==> config.mk <==
export PLATFORM = sky130hd
export DESIGN_NAME = cache_controller
export DESIGN_NICKNAME = d
export VERILOG_FILES = /design/src/rtl/cache_pkg.sv /design/src/rtl/cache_controller_line_word_counter.sv /design/src/rtl/cache_controller.sv
export SDC_FILE = /design/constraint.sdc
export NUM_CORES = 1
export LEC_CHECK = 0
export BUFFER_PORTS_ARGS = -buffer_cell sky130_fd_sc_hd__buf_2
export CAP_MARGIN = 20
export CORE_MARGIN = 2
export CORE_UTILIZATION = 25
export CTS_CLUSTER_DIAMETER = 120
export DETAILED_ROUTE_END_ITERATION = 10
export PLACE_DENSITY = 0.73
export SLEW_MARGIN = 30
export SYNTH_ARGS = -nofsm -noshare
export SYNTH_HDL_FRONTEND = slang
export SYNTH_SLANG_ARGS = --single-unit
export TNS_END_PERCENT = 30
==> constraint.sdc <==
create_clock -name clk_i -period 2 [get_ports clk_i]
set_clock_uncertainty 0.2 [all_clocks]
set_input_delay 0.4 -clock clk_i [delete_from_list [all_inputs] [get_ports clk_i]]
set_output_delay 0.4 -clock clk_i [all_outputs]
set_load 0.01 [all_outputs]
==> src/rtl/cache_pkg.sv <==
// -----------------------------------------------------------------------------
// cache_pkg
// Shared types and constants for the write-back, write-allocate cache
// sequencer.
//   - state_t     : sequencer state (IDLE, WRITEBACK, ALLOCATE)
//   - CTRL_*_BIT  : bit positions inside the 5-bit set control word
//                   {write_en, set_valid, set_dirty, strategy_en, offset_sel}
//   - CTRL_*      : named control words driven by the sequencer
//   - refill_ctrl : control word for a refill word that memory has delivered
// -----------------------------------------------------------------------------
package cache_pkg;

   // Default geometry: 16-byte lines (4 words) and 4 sets.
   localparam int CACHE_B = 4;
   localparam int CACHE_S = 2;

   typedef enum logic [1:0] {
      IDLE      = 2'd0,
      WRITEBACK = 2'd1,
      ALLOCATE  = 2'd2
   } state_t;

   localparam int CTRL_W = 5;

   localparam int CTRL_WRITE_EN_BIT    = 4;
   localparam int CTRL_SET_VALID_BIT   = 3;
   localparam int CTRL_SET_DIRTY_BIT   = 2;
   localparam int CTRL_STRATEGY_EN_BIT = 1;
   localparam int CTRL_OFFSET_SEL_BIT  = 0;

   localparam logic [CTRL_W-1:0] CTRL_NONE = '0;

   // Processor write into a resident line: the line becomes valid and dirty,
   // replacement state is updated and the word/offset come from the processor.
   localparam logic [CTRL_W-1:0] CTRL_WRITE_HIT =
      CTRL_W'((1 << CTRL_WRITE_EN_BIT)    |
              (1 << CTRL_SET_VALID_BIT)   |
              (1 << CTRL_SET_DIRTY_BIT)   |
              (1 << CTRL_STRATEGY_EN_BIT) |
              (1 << CTRL_OFFSET_SEL_BIT));

   // Refill word: written from memory at the memory-side offset. The line is
   // only marked valid (and the replacement state touched) on the last word,
   // so a partially refilled line never looks resident.
   localparam logic [CTRL_W-1:0] CTRL_REFILL =
      CTRL_W'(1 << CTRL_WRITE_EN_BIT);

   localparam logic [CTRL_W-1:0] CTRL_REFILL_LAST =
      CTRL_W'((1 << CTRL_WRITE_EN_BIT)  |
              (1 << CTRL_SET_VALID_BIT) |
              (1 << CTRL_STRATEGY_EN_BIT));

   function automatic logic [CTRL_W-1:0] refill_ctrl(input logic last_word);
      return last_word ? CTRL_REFILL_LAST : CTRL_REFILL;
   endfunction

endpackage

==> src/rtl/cache_controller_line_word_counter.sv <==
// -----------------------------------------------------------------------------
// line_word_counter
// Word index within a cache line for the word-serial memory transfers.
// Ports:
//   clk    in   clock, rising edge
//   rst_n  in   asynchronous active-low reset, clears the count
//   clear  in   synchronous clear (held while the sequencer is idle)
//   inc    in   advance one word; wraps to 0 after the last word
//   cnt    out  current word index, CNT_W bits
//   last   out  cnt is the last word of the line
// -----------------------------------------------------------------------------
module line_word_counter #(
   parameter int CNT_W = 2
) (
   input  logic             clk,
   input  logic             rst_n,
   input  logic             clear,
   input  logic             inc,
   output logic [CNT_W-1:0] cnt,
   output logic             last
);

   localparam int WORDS = 2 ** CNT_W;

   assign last = (cnt == CNT_W'(WORDS - 1));

   always_ff @(posedge clk or negedge rst_n) begin
      if (!rst_n) begin
         cnt <= '0;
      end else if (clear) begin
         cnt <= '0;
      end else if (inc) begin
         cnt <= last ? '0 : cnt + CNT_W'(1);
      end
   end

endmodule

==> src/rtl/cache_controller.sv <==
// -----------------------------------------------------------------------------
// cache_controller
// Sequencer for a write-back, write-allocate, set-associative cache. Decodes
// processor requests against the selected set's hit/dirty status, drives the
// set control word and runs word-serial write-back and refill transfers,
// stalling the processor until the access can complete as a hit.
// Ports:
//   clk_i             in   clock, rising edge
//   rst_i             in   asynchronous active-low reset
//   read_en_i         in   processor read request (held while stalled)
//   write_en_i        in   processor write request (held while stalled)
//   addr_i            in   processor byte address
//   hit_i             in   selected set hit
//   dirty_i           in   victim line dirty
//   tag_dirty_line_i  in   tag of the dirty victim line
//   mem_ready_i       in   memory finished the current word
//   control_o         out  {write_en, set_valid, set_dirty, strategy_en, offset_sel}
//   mem_addr_o        out  byte address of the current memory word
//   mem_read_en_o     out  refill word request
//   mem_write_en_o    out  write-back word request
//   stall_o           out  processor must hold its request
// All outputs are combinational from state and inputs; while rst_i is low
// they are all forced to 0.
// -----------------------------------------------------------------------------
module cache_controller
   import cache_pkg::*;
#(
   parameter int OFFSET_WIDTH = CACHE_B,
   parameter int SET_WIDTH    = CACHE_S,
   parameter int TAG_WIDTH    = 32 - SET_WIDTH - OFFSET_WIDTH
) (
   input  logic                 clk_i,
   input  logic                 rst_i,
   input  logic                 read_en_i,
   input  logic                 write_en_i,
   input  logic [31:0]          addr_i,
   input  logic                 hit_i,
   input  logic                 dirty_i,
   input  logic [TAG_WIDTH-1:0] tag_dirty_line_i,
   input  logic                 mem_ready_i,
   output logic [CTRL_W-1:0]    control_o,
   output logic [31:0]          mem_addr_o,
   output logic                 mem_read_en_o,
   output logic                 mem_write_en_o,
   output logic                 stall_o
);

   localparam int CNT_W = OFFSET_WIDTH - 2;

   state_t           state;
   logic [CNT_W-1:0] cnt;
   logic             last_word;
   logic             req;
   logic [SET_WIDTH-1:0] set_index;

   // Byte-within-word and word-within-line bits of the processor address
   // never reach memory: transfers are always whole, word-aligned lines.
   logic unused_addr_bits;
   assign unused_addr_bits = ^addr_i[OFFSET_WIDTH-1:0];

   // A simultaneous read and write is handled as a write; both simply count
   // as a request for miss detection.
   assign req       = read_en_i | write_en_i;
   assign set_index = addr_i[OFFSET_WIDTH+SET_WIDTH-1:OFFSET_WIDTH];

   line_word_counter #(
      .CNT_W (CNT_W)
   ) u_word_cnt (
      .clk   (clk_i),
      .rst_n (rst_i),
      .clear (state == IDLE),
      .inc   (mem_ready_i && (state != IDLE)),
      .cnt   (cnt),
      .last  (last_word)
   );

   always_ff @(posedge clk_i or negedge rst_i) begin
      if (!rst_i) begin
         state <= IDLE;
      end else begin
         case (state)
            IDLE: begin
               if (req && !hit_i) begin
                  state <= dirty_i ? WRITEBACK : ALLOCATE;
               end
            end
            WRITEBACK: begin
               if (mem_ready_i && last_word) begin
                  state <= ALLOCATE;
               end
            end
            ALLOCATE: begin
               if (mem_ready_i && last_word) begin
                  state <= IDLE;
               end
            end
            default: state <= IDLE;
         endcase
      end
   end

   always_comb begin
      control_o      = CTRL_NONE;
      mem_addr_o     = '0;
      mem_read_en_o  = 1'b0;
      mem_write_en_o = 1'b0;
      stall_o        = 1'b0;
      if (rst_i) begin
         case (state)
            IDLE: begin
               if (req && !hit_i) begin
                  stall_o = 1'b1;
               end else if (write_en_i && hit_i) begin
                  control_o = CTRL_WRITE_HIT;
               end
            end
            WRITEBACK: begin
               // control word stays 0 so the set reads out the victim word
               // addressed by the memory-side offset.
               stall_o        = 1'b1;
               mem_write_en_o = 1'b1;
               mem_addr_o     = {tag_dirty_line_i, set_index, cnt, 2'b00};
            end
            ALLOCATE: begin
               stall_o       = 1'b1;
               mem_read_en_o = 1'b1;
               mem_addr_o    = {addr_i[31:OFFSET_WIDTH], cnt, 2'b00};
               if (mem_ready_i) begin
                  control_o = refill_ctrl(last_word);
               end
            end
            default: begin
               control_o = CTRL_NONE;
            end
         endcase
      end
   end

endmodule
# Word level (Yosys, flattened, before mapping)
# Index checks and enable logic that the tools add are counted.
# classes
reduce_logical,10
div_mod_pow,0
n_addsub,1
n_eq_ne,6
shifts,0
bitwise_logic,1
magnitude_cmp,0
n_mux,23
multipliers,0
# op_table
cell,count
$pmux 32 s2,1
$mux 32,1
$mux 5,4
$mux 2,7
$pmux 5 s2,1
$mux 1,6
$ne 2x2->1 const B,3
$pmux 2 s3,1
$eq 2x2->1 const B,2
$logic_and 1x1->1,4
$mux 4,1
$reduce_bool 2->1,2
$reduce_and 3->1,1
$add 2x1->2 const B,1
$eq 2x1->1 const B,1
$logic_not 2->1,1
$pmux 1 s2,1
$reduce_or 2->1,1
$logic_not 1->1,1
$or 1x1->1,1
# word_totals
input_bits,65
rom_bits,0
regBits,4
output_inout_bits,40
memories,0
wordCells,43
latch_bits,0
ram_bits,0

# Depth between registers and ports, before layout
# Gate-level depths: netlist of the first run.
# logic_depth
depth_word,5
ltp_mapped,7
mapped_depth_nobuf,5

# Hierarchy
# From an unflattened synthesis of the first run, not the netlist that was laid out.
# hier_totals
cells_unflattened,112
hier_area_um2,794.5
# modules_own_cells
mod,cells_per_inst,area_per_inst_um2,n_inst,seq_area_each_um2
cache_controller,104,694.4,1,50.0
line_word_counter,8,100.1,1,50.0

# Worst setup path after synthesis of the first run
# Ideal clock, no wire load.
# synth_path
path_kind,register -> output
startpoint,register state[0]
endpoint,output control_o[3]
n_path_buf,2
path_slack_ns,0.033
arrival_time_ns,1.367
required_ns,1.400
path_stages_with_launch,8
path_cell_list,dfrtp_1 > inv_1 > ha_1 > buf_6 > nor2_1 > nor2_2 > a31o_2 > buf_4
# synth_between
elab_chain_len,3
elab_cells_between_ends,4
classes_between,eq/ne: 1; mux: 2; reduce/logical: 1
# synth_rtl
element,line_no,rtl
from (decl),cache_controller.sv:50,state_t state;
from (signal assigned),cache_controller.sv:84,state <= dirty_i ? WRITEBACK : ALLOCATE;
$eq 2x2->1 or $logic_not 2->1 (tied branches),cache_controller.sv:109,case (state)
$pmux 5 s2 (*),cache_controller.sv:109,
$mux 5 (*),cache_controller.sv:108,if (rst_i) begin
to (decl),cache_controller.sv:41,"output logic [CTRL_W-1:0] control_o,"
# Every way passes the cells marked *; elsewhere a longest branch is shown, timed or not.

# Final worst setup path of the first run
# layout_path
startpoint,register state[1]
endpoint,output mem_addr_o[11]
# layout_between
elab_chain_len,3
elab_cells_between_ends,4
classes_between,eq/ne: 2; mux: 2
# layout_rtl
element,line_no,rtl
$eq 2x2->1 or $eq 2x1->1 (tied branches),cache_controller.sv:109,
$pmux 32 s2 (*),cache_controller.sv:109,
$mux 32 (*),cache_controller.sv:108,
to (decl),cache_controller.sv:42,"output logic [31:0] mem_addr_o,"
# Marks and branches as above.

==> key figures, run 1 <==
Die
  – Core ar.: 3050 um^2
  – Row count: 20
  – Area of the die: 3660 um^2
  – Starting Density: 26.1%
  – Die Y: 60.5 um
  – # IOs: 105
  – Die Wd: 60.5 um

Synthesis
  – Synth unique cells: 27
  – Syn_area_per_cell: 7.31 um^2
  – YS warnings: 0
  – Yosys reg bits: 4
  – Synth Cell Area: 797 um^2
  – Syn Inst Count: 109
  – Post-synthesis sequential area ratio: 12.6%

Flow run
  – MaxCap Viol Count: 0

Clock tree
  – Longest Clk Path Bufs: 2
  – Root Buffer: clkbuf_4
  – CTS sink count: 4
  – H-tree depth: 1
  – CTS buffer count: 3
  – Worst skew pair latency: 230 ps
  – Reg clk slew, reported paths: 40 ps
  – CTS tree: done

Critical path
  – R2R Path Start: state[1]
  – CP Data Arrival Time: 1520 ps
  – Critical path class: reg -> out
  – Crit path launch: state[1]
  – CP Data Required Time: 1400 ps
  – CP Launch Type: flip-flop
  – Crit. End Element: output port
  – Crit Path Max Fanout: 5

Layout
  – Most common cell after layout, fill and taps aside: buf_2
  – Final-stage net count: 291
  – Fin cells: 262
  – Leading cell types in the layout, fill and taps excluded: buf_2 (94), nor2_2 (16), a22oi_2 (13), a22oi_1 (13), nor2_1 (12)
  – Ant. Diodes: 0
  – Area growth syn-to-layout: 118%
  – FILL cells: 319
  – Final Util: 57.0%
  – Layout cells sized above 1: 77.1%

Global route
  – Vias in the first global route: 964
  – Total grt overflow: 0
  – Initial antenna violation count: 0
  – First-pass GRT wire length: 4.17 mm
  – Total track usage: 14.7%
  – Pin count of the biggest net entering global routing: 24

Status
  – Failing checks: negative setup slack
  – Outcome: finished with violations

STA
  – Final number of setup-violating endpoints: 36
  – Highest Clock Rate: 472 MHz
  – Unrepaired setup endpoints after global routing: true
  – Period utilization: 106%
  – Fin crit period: 2120 ps
  – Sum Neg Setup Slack: -2440 ps
  – Final Hold Vio Count: 0
  – Setup WS post-layout: -117 ps
  – Final Max Slew Viols: 0

Routing
  – Number of routed nets with antenna violations: 0
  – DR vias: 1237
  – DRT Pass-1 Iters: 4
  – DRC: 0
  – Avg WL per Cell: 12.7 um
  – Iter 0 DRT Violations: 22
  – Routed vias/inst: 4.72
  – Final WL: 3.33 mm

Power
  – Clock Power Share: 4.6%
  – Maximum VDD drop: 0.000577 V
  – Gate power share: 88.5%
  – Total power: 2.11 mW
  – Sequential Power Share: 6.9%
  – Cell Pwr Density: 1210 nW/um^2
  – Pleak: 0.884 nW
  – Int Power: 1.14 mW
  – Psw: 970 uW
  – Sw frac: 45.9%

Placed design
  – GPL Wtd Cong: 0.705
  – Placed instance count: 251
  – Buffers on Ports: 98
  – DP Wirelength: 2.27 mm

Worst hold path
  – Hold Crit Class: in -> reg
  – HP Start: dirty_i
==> metal layers <==
layer | track usage [%] | wire (um) | vias up
met3 | 2.35 | 236 | 0
met2 | 27.2 | 1840 | 45
met1 | 17.7 | 1250 | 587
met5 | 0 | 0 | -
li1 | - | - | 605
met4 | 3.73 | 0 | 0
==> registers in the layout, indices dropped and copies added, names as in the netlist <==
name and flops:
u_word_cnt.cnt 2, state 2
==> power by group through the flow <==
| stage | logic [mW] | clock network [mW] | registers [mW] |
|---|---|---|---|
| 2_1_floorplan | 0.820 | 0 | 0.139 |
| 3_3_place_gp | 1.14 | 0 | 0.146 |
| 3_5_place_dp | 1.15 | 0 | 0.146 |
| 4_1_cts | 1.56 | 0.103 | 0.143 |
| 5_1_grt | 2.01 | 0.109 | 0.150 |
| 6_report | 1.87 | 0.0968 | 0.145 |
==> worst paths after layout <==
path | slack (ps) | depth (start not counted) | to
min reg2reg | 330 | 2 | u_word_cnt.cnt[1]
min | 260 | 3 | state[0]
max in group asynchronous | 950 | 2 | u_word_cnt.cnt[0]
max | -120 | 6 | mem_addr_o[11]
min in group asynchronous | 490 | 2 | state[0]
max reg2reg | 310 | 6 | state[1]
==> what timing repair did <==
action	4_1_cts	5_1_grt
buffers inserted	3	2
pin swaps	16	9
hold buffers	1	0
resized for setup	33	35
hold endpoints to repair	4	0
endpoints found under the setup margin	37	37
cloned	1	1
==> final cells by class <==
| cell class | instances | area (um^2) | share of cell area, % |
|---|---|---|---|
| clock buffers | 3 | 22.5 | 1.29 |
| multi-input cells | 91 | 800 | 46.0 |
| repair buffers | 117 | 751 | 43.2 |
| well taps | 44 | 55.1 | 3.17 |
| inverters | 3 | 11.3 | 0.647 |
| flip-flops and latches | 4 | 100 | 5.76 |
==> Yosys cell counts <==
master | count | area (um^2)
buf_4 | 5 | 37.5
a22oi_1 | 26 | 195
nor3b_1 | 2 | 15.0
a21o_1 | 1 | 7.51
a31o_2 | 1 | 8.76
nor2_1 | 30 | 113
buf_2 | 3 | 15.0
mux2i_1 | 1 | 10.0
buf_6 | 4 | 45.0
o21ba_4 | 1 | 16.3
nand2_2 | 1 | 6.26
and2_1 | 6 | 37.5
ha_1 | 6 | 75.1
nor2_2 | 2 | 12.5
o21bai_1 | 1 | 7.51
a21oi_1 | 2 | 10.0
o21ai_0 | 1 | 5.00
nand4_1 | 1 | 6.26
nand2b_1 | 1 | 6.26
dfrtp_1 | 4 | 100
conb_1 | 1 | 3.75
a21oi_2 | 1 | 8.76
a21boi_2 | 1 | 11.3
nand2_1 | 2 | 7.51
o32a_1 | 1 | 10.0
a2bb2oi_2 | 1 | 15.0
inv_1 | 3 | 11.3
==> cells by family (layout without fill, tap and decap cells) <==
kind of cell	Yosys count	count (layout)	share of synthesized area [%]
muxes	1	1	1.26
adders and majority gates	6	6	9.42
AOI/OAI and AO/OA	37	37	37.0
buffers and inverters	15	123	13.7
and+or+nand+nor	45	45	25.6
other	1	2	0.471
DFF	4	4	12.6
==> critical path, stage by stage (launching register included) <==
cell and delay, ps:
dfrtp_1 380, inv_2 90, ha_4 310, nand2_8 90, clkbuf_16 180, nor2_1 90
buf_2 150
==> metrics by stage <==
stage	setup slack (ps)	hold slack (ps)	instance area [um^2]
after floorplan	33.0	-95.6	801
after global placement	20.2	47.6	1330
after detailed placement	3.32	48.2	1330
after CTS	-93.0	254	1570
after global routing	-178	270	1740
final	-117	256	1740
(Power assumes the default switching activity.)
==> run 2, diff against run 1 <==
--- a/config.mk
+++ b/config.mk
@@ -11,9 +11,10 @@
 export CORE_UTILIZATION = 25
 export CTS_CLUSTER_DIAMETER = 120
 export DETAILED_ROUTE_END_ITERATION = 10
-export PLACE_DENSITY = 0.73
+export PLACE_DENSITY = 0.74
 export SLEW_MARGIN = 30
 export SYNTH_ARGS = -nofsm -noshare
 export SYNTH_HDL_FRONTEND = slang
+export SYNTH_HIERARCHICAL = 1
 export SYNTH_SLANG_ARGS = --single-unit
 export TNS_END_PERCENT = 30
==> run 2 against run 1 <==
Compared with the run above:
- largest cell class unchanged
- worst hold slack better by 39 ps
- maximum frequency up 0.41%
- die area down 0.28%
- sequential share of layout area up 0.35 points
- final area down 5.7%
- sequential cell count unchanged
- global-route usage up 0.18 points
- the flow still finishes with violations (negative setup slack)
- via count down 2.4%
- setup slack better by 8.7 ps
- wire length down 8.0%
==> key figures, run 2 <==
Power
  – Int Power: 1.11 mW
  – Total power: 2.05 mW
  – Clock Power Share: 4.9%
  – Sequential Power Share: 7.4%
  – Maximum VDD drop: 0.000691 V
  – Psw: 932 uW
  – Sw frac: 45.6%
  – Pleak: 0.847 nW
  – Gate power share: 87.7%
  – Cell Pwr Density: 1250 nW/um^2

Status
  – Failing checks: negative setup slack
  – Outcome: finished with violations

Critical path
  – Critical path class: reg -> out
  – CP Launch Type: flip-flop
  – CP Data Required Time: 1400 ps
  – Crit. End Element: output port
  – Crit Path Max Fanout: 25
  – CP Data Arrival Time: 1510 ps

Clock tree
  – H-tree depth: 1
  – Reg clk slew, reported paths: 40 ps
  – Worst skew pair latency: 230 ps
  – Root Buffer: clkbuf_4
  – Longest Clk Path Bufs: 2
  – CTS tree: done
  – CTS buffer count: 3
  – CTS sink count: 4

Layout
  – Area growth syn-to-layout: 106%
  – Top Registers: state x2, u_word_cnt/cnt x2
  – Ant. Diodes: 0
  – Layout cells sized above 1: 67.6%
  – Most common cell after layout, fill and taps aside: buf_2
  – Leading cell types in the layout, fill and taps excluded: buf_2 (95), nor2_1 (22), a22oi_1 (19)
  – Final-stage net count: 289
  – Fin cells: 260
  – FILL cells: 289

Routing
  – Iter 0 DRT Violations: 36
  – Final WL: 3.06 mm
  – Avg WL per Cell: 11.8 um
  – Number of routed nets with antenna violations: 0
  – DRT Pass-1 Iters: 4
  – DRC: 0
  – DR vias: 1207
  – Routed vias/inst: 4.64

STA
  – Final Max Slew Viols: 0
  – Fin crit period: 2110 ps
  – Period utilization: 105%
  – Unrepaired setup endpoints after global routing: true
  – Setup WS post-layout: -108 ps
  – Highest Clock Rate: 474 MHz
  – Final Hold Vio Count: 0
  – Final number of setup-violating endpoints: 33

Flow run
  – MaxCap Viol Count: 0

Global route
  – Total grt overflow: 0
  – First-pass GRT wire length: 4.13 mm
  – Total track usage: 14.9%
  – Initial antenna violation count: 0
  – Vias in the first global route: 962
  – Pin count of the biggest net entering global routing: 26

Synthesis
  – Top post-synthesis cells by count: nor2_1 (30), a22oi_1 (26), and2_1 (6), buf_4 (6), ha_1 (6)
  – Synth async-reset ratio: 100%
  – YS warnings: 6
  – Top_reg_cell synth: dfrtp_1
  – Main area contributors after synthesis: a22oi_1 (25%), nor2_1 (14%), dfrtp_1 (13%), ha_1 (9.4%), buf_4 (5.7%)
  – Synth unique cells: 29
  – Post-synthesis sequential area ratio: 12.6%
  – Post-synth top area cell: a22oi_1
  – EDFF count, synth: 0
  – Synth Cell Area: 795 um^2
  – Syn Inst Count: 112
  – Share of the synthesized area in the top cell type: 24.6%
  – Syn_area_per_cell: 7.09 um^2
  – Count leader, synth: nor2_1
  – Yosys reg bits: 4

Placed design
  – Buffers on Ports: 98
  – Place WS: 34.3 ps
  – DP Wirelength: 2.22 mm
  – GPL Wtd Cong: 0.795
  – Placed instance count: 250

Worst hold path
  – Hold Crit Class: in -> reg

Die
  – # IOs: 105
  – Die Y: 60.4 um
  – Row count: 20
  – Die Wd: 60.4 um
  – Area of the die: 3650 um^2
  – Core ar.: 3030 um^2
  – Starting Density: 26.2%
run 2: layout make-up:
type                       instances  area [um^2]  area share, %
inverter                           2         7.51          0.458
timing repair buffer             112          702           42.8
sequential                         4          100           6.10
multi-input combinational         95          753           45.9
clock buffer                       3         22.5           1.37
tap                               44         55.1           3.36
run 2: cells by family after synthesis:
logic type | synth area share [%]
simple gates | 28.3
compound gates | 36.7
buf+inv | 11.2
fa+ha+maj | 9.45
flops | 12.6
mux | 1.26
other cells | 0.472
run 2: worst paths after layout:
path,startpoint,to,slack [ps],depth (start not counted)
hold / removal,dirty_i,state[0],300,3
hold reg to reg,u_word_cnt/cnt[1],u_word_cnt/cnt[1],360,2
min in group asynchronous,rst_i,u_word_cnt/cnt[0],470,2
setup reg to reg,state[0],state[1],310,5
setup / recovery,state[1],mem_addr_o[15],-110,6
max in group asynchronous,rst_i,state[1],970,2
run 2: routing by layer:
metal  vias up  GRT usage, %  part of all wire (%)
met5         -             0                     0
met4         0          6.03                  0.52
met3         2          1.71                   8.7
met2        57          28.4                    52
met1       538          16.5                    39
li1        610             -                     -
run 2: repair_timing:
item	in CTS	in global routing
setup buffers	4	0
endpoints found under the hold margin	4	0
setup endpoints to repair	37	37
pin swaps	5	2
hold buffers	1	0
gates resized for setup	29	18
cloned	2	0
run 2: worst max-delay path: stages, from the launching register on:
cell and delay (ps):
dfrtp_1 410, buf_6 140, ha_4 170, buf_12 160, a22oi_2 200, nor2_4 40
buf_2 140
run 2: stage by stage:
stage	cell area, um^2	util, %	setup TNS (ps)	hold WS [ps]
2_1_floorplan	798	-	0	-95.6
3_3_place_gp	1330	43.8	0	47.1
3_5_place_dp	1330	43.8	0	46.9
4_1_cts	1560	51.5	-2510	296
5_1_grt	1640	54.2	-5910	286
6_report	1640	54.2	-2590	296
run 2: power groups by stage:
| stage | combinational [mW] | sequential [mW] | clock, mW |
|---|---|---|---|
| after detailed placement | 1.25 | 0.151 | 0 |
| final | 1.79 | 0.152 | 0.100 |
| after global placement | 1.24 | 0.150 | 0 |
| after CTS | 1.71 | 0.149 | 0.106 |
| after global routing | 1.94 | 0.157 | 0.119 |
| after floorplan | 0.841 | 0.149 | 0 |
==> run 3, diff against run 2 <==
--- a/config.mk
+++ b/config.mk
@@ -12,6 +12,7 @@
 export CTS_CLUSTER_DIAMETER = 120
 export DETAILED_ROUTE_END_ITERATION = 10
 export PLACE_DENSITY = 0.74
+export SETUP_SLACK_MARGIN = 0.4
 export SLEW_MARGIN = 30
 export SYNTH_ARGS = -nofsm -noshare
 export SYNTH_HDL_FRONTEND = slang
==> run 3 against run 2 <==
Compared with the run above:
- the run still ends with negative setup slack left
- power is 21% higher
- sequential power rose by 5%
- cell count is 2.3% higher
- setup slack lost 43 ps
- non-clock buffer count is 5 higher
- via count rose by 4.2%
- critical path type unchanged
- critical endpoint is now mem_addr_o[10]
- highest routed layer unchanged
==> key figures, run 3 (same netlist as run 2, synthesis figures left out) <==
Critical path
  – Crit Path Max Fanout: 14
  – CP Data Required Time: 1400 ps
  – CP Launch Type: flip-flop
  – Critical path class: reg -> out
  – CP Data Arrival Time: 1550 ps
  – Crit. End Element: output port

Die
  – # IOs: 105
  – Die Wd: 60.4 um
  – Area of the die: 3650 um^2
  – Core ar.: 3030 um^2
  – Starting Density: 26.2%
  – Row count: 20
  – Die Y: 60.4 um

Routing
  – Met1 wire length: 1.35 mm
  – Met2 Routed Length: 1.95 mm
  – DR vias: 1258
  – Iter 0 DRT Violations: 29
  – Met3 routed WL: 250 um
  – DRC: 0
  – Final WL: 3.56 mm
  – Routed vias/inst: 4.73
  – Number of routed nets with antenna violations: 0
  – Top Layer Used: met4
  – DRT Pass-1 Iters: 4
  – Avg WL per Cell: 13.4 um

Layout
  – FILL cells: 270
  – Most common cell after layout, fill and taps aside: buf_2
  – Final-stage net count: 295
  – Leading cell types in the layout, fill and taps excluded: buf_2 (88), a22oi_2 (22), nor2_2 (15)
  – Final Util: 62.1%
  – Layout cells sized above 1: 82.4%
  – Top Registers: state x2, u_word_cnt/cnt x2
  – Register area: 101 um^2
  – Ant. Diodes: 0
  – Area growth syn-to-layout: 137%
  – Multi-input gate area: 922 um^2

Clock tree
  – CTS sink count: 4
  – H-tree depth: 1
  – Longest Clk Path Bufs: 2
  – Root Buffer: clkbuf_4
  – Reg clk slew, reported paths: 40 ps
  – CTS tree: done
  – Worst skew pair latency: 240 ps
  – CTS buffer count: 3

STA
  – Unrepaired setup endpoints after global routing: true
  – Final Hold Vio Count: 0
  – Period utilization: 108%
  – Fin crit period: 2150 ps
  – Final number of setup-violating endpoints: 34
  – Setup WS post-layout: -151 ps
  – Worst hold margin: 282 ps
  – Final Max Slew Viols: 0
  – Highest Clock Rate: 465 MHz

Global route
  – First-pass GRT wire length: 5.11 mm
  – Total track usage: 18.3%
  – Total grt overflow: 0
  – Initial antenna violation count: 0
  – Vias in the first global route: 1201
  – Pin count of the biggest net entering global routing: 16

Power
  – Maximum VDD drop: 0.000868 V
  – Sequential Power Share: 6.5%
  – Cell Pwr Density: 1320 nW/um^2
  – Int Power: 1.30 mW
  – Pleak: 0.880 nW
  – Gate power share: 89.2%
  – Clock Power Share: 4.3%
  – Sw frac: 47.6%
  – Psw: 1.18 mW

Flow run
  – MaxCap Viol Count: 0

Placed design
  – Buffers on Ports: 98
  – DP Wirelength: 2.48 mm
  – GPL Wtd Cong: 0.705

Status
  – Failing checks: negative setup slack
  – Outcome: finished with violations

Worst hold path
  – Hold Crit Class: in -> reg
==> run 3: cell count changes in the layout (fill, tap and decap cells not counted), sizes merged <==
cell and delta:
nand2 +1, buf +4, clkbuf +1
==> run 3: timing repair <==
item | CTS | global route
pin swaps | 23 | 6
buffers inserted | 10 | 0
cloned | 2 | 0
gates resized for setup | 29 | 22
hold buffers | 1 | 0
endpoints found under the hold margin | 4 | 0
setup endpoints to repair | 42 | 41
==> run 3: path summary, 6_finish.rpt <==
kind,startpoint,endpoint,slack (ps),cells past startpoint
max,state[1],mem_addr_o[10],-150,6
min,dirty_i,state[0],280,3
max reg2reg,state[0],u_word_cnt/cnt[0],320,5
min reg2reg,u_word_cnt/cnt[1],u_word_cnt/cnt[1],360,2
max in group asynchronous,rst_i,state[1],870,2
min in group asynchronous,rst_i,u_word_cnt/cnt[1],530,2
==> run 3: power groups by stage <==
| stage | logic [mW] | clock network [mW] | registers (mW) |
|---|---|---|---|
| detailed placement | 1.51 | 0 | 0.161 |
| floorplan | 1.14 | 0 | 0.156 |
| finish | 2.21 | 0.106 | 0.160 |
| CTS | 2.06 | 0.110 | 0.159 |
| global route | 2.37 | 0.115 | 0.165 |
| global placement | 1.49 | 0 | 0.161 |
==> run 3: metrics by stage <==
| stage | area [um^2] | setup slack [ps] | cells | power, mW | setup TNS (ps) |
|---|---|---|---|---|---|
| detailed placement | 1490 | -37.0 | 250 | 1.67 | -441 |
| CTS | 1780 | -143 | 266 | 2.33 | -3730 |
| global placement | 1490 | -20.4 | 250 | 1.65 | -117 |
| floorplan | 986 | 139 | 113 | 1.30 | 0 |
| global route | 1880 | -218 | 266 | 2.65 | -6180 |
| finish | 1880 | -151 | 266 | 2.48 | -3520 |
==> run 3: layer usage <==
metal,up-vias,track usage [%]
met4,0,3.81
met5,-,0
met3,2,2.35
li1,621,-
met1,580,20.9
met2,55,36.0
==> run 3: layout make-up <==
| type | count | area share, % |
|---|---|---|
| clock buffers | 3 | 1.20 |
| inverters | 2 | 0.399 |
| multi-input cells | 96 | 49.1 |
| flip-flops and latches | 4 | 5.39 |
| well taps | 44 | 2.93 |
| repair buffers | 117 | 41.0 |
==> run 3: worst max-delay path, stage by stage, from the launching register on <==
cell and delay, ps:
dfrtp_2 420, buf_6 130, ha_4 190, buf_12 160
a22oi_1 230, nor2_2 50, buf_2 140
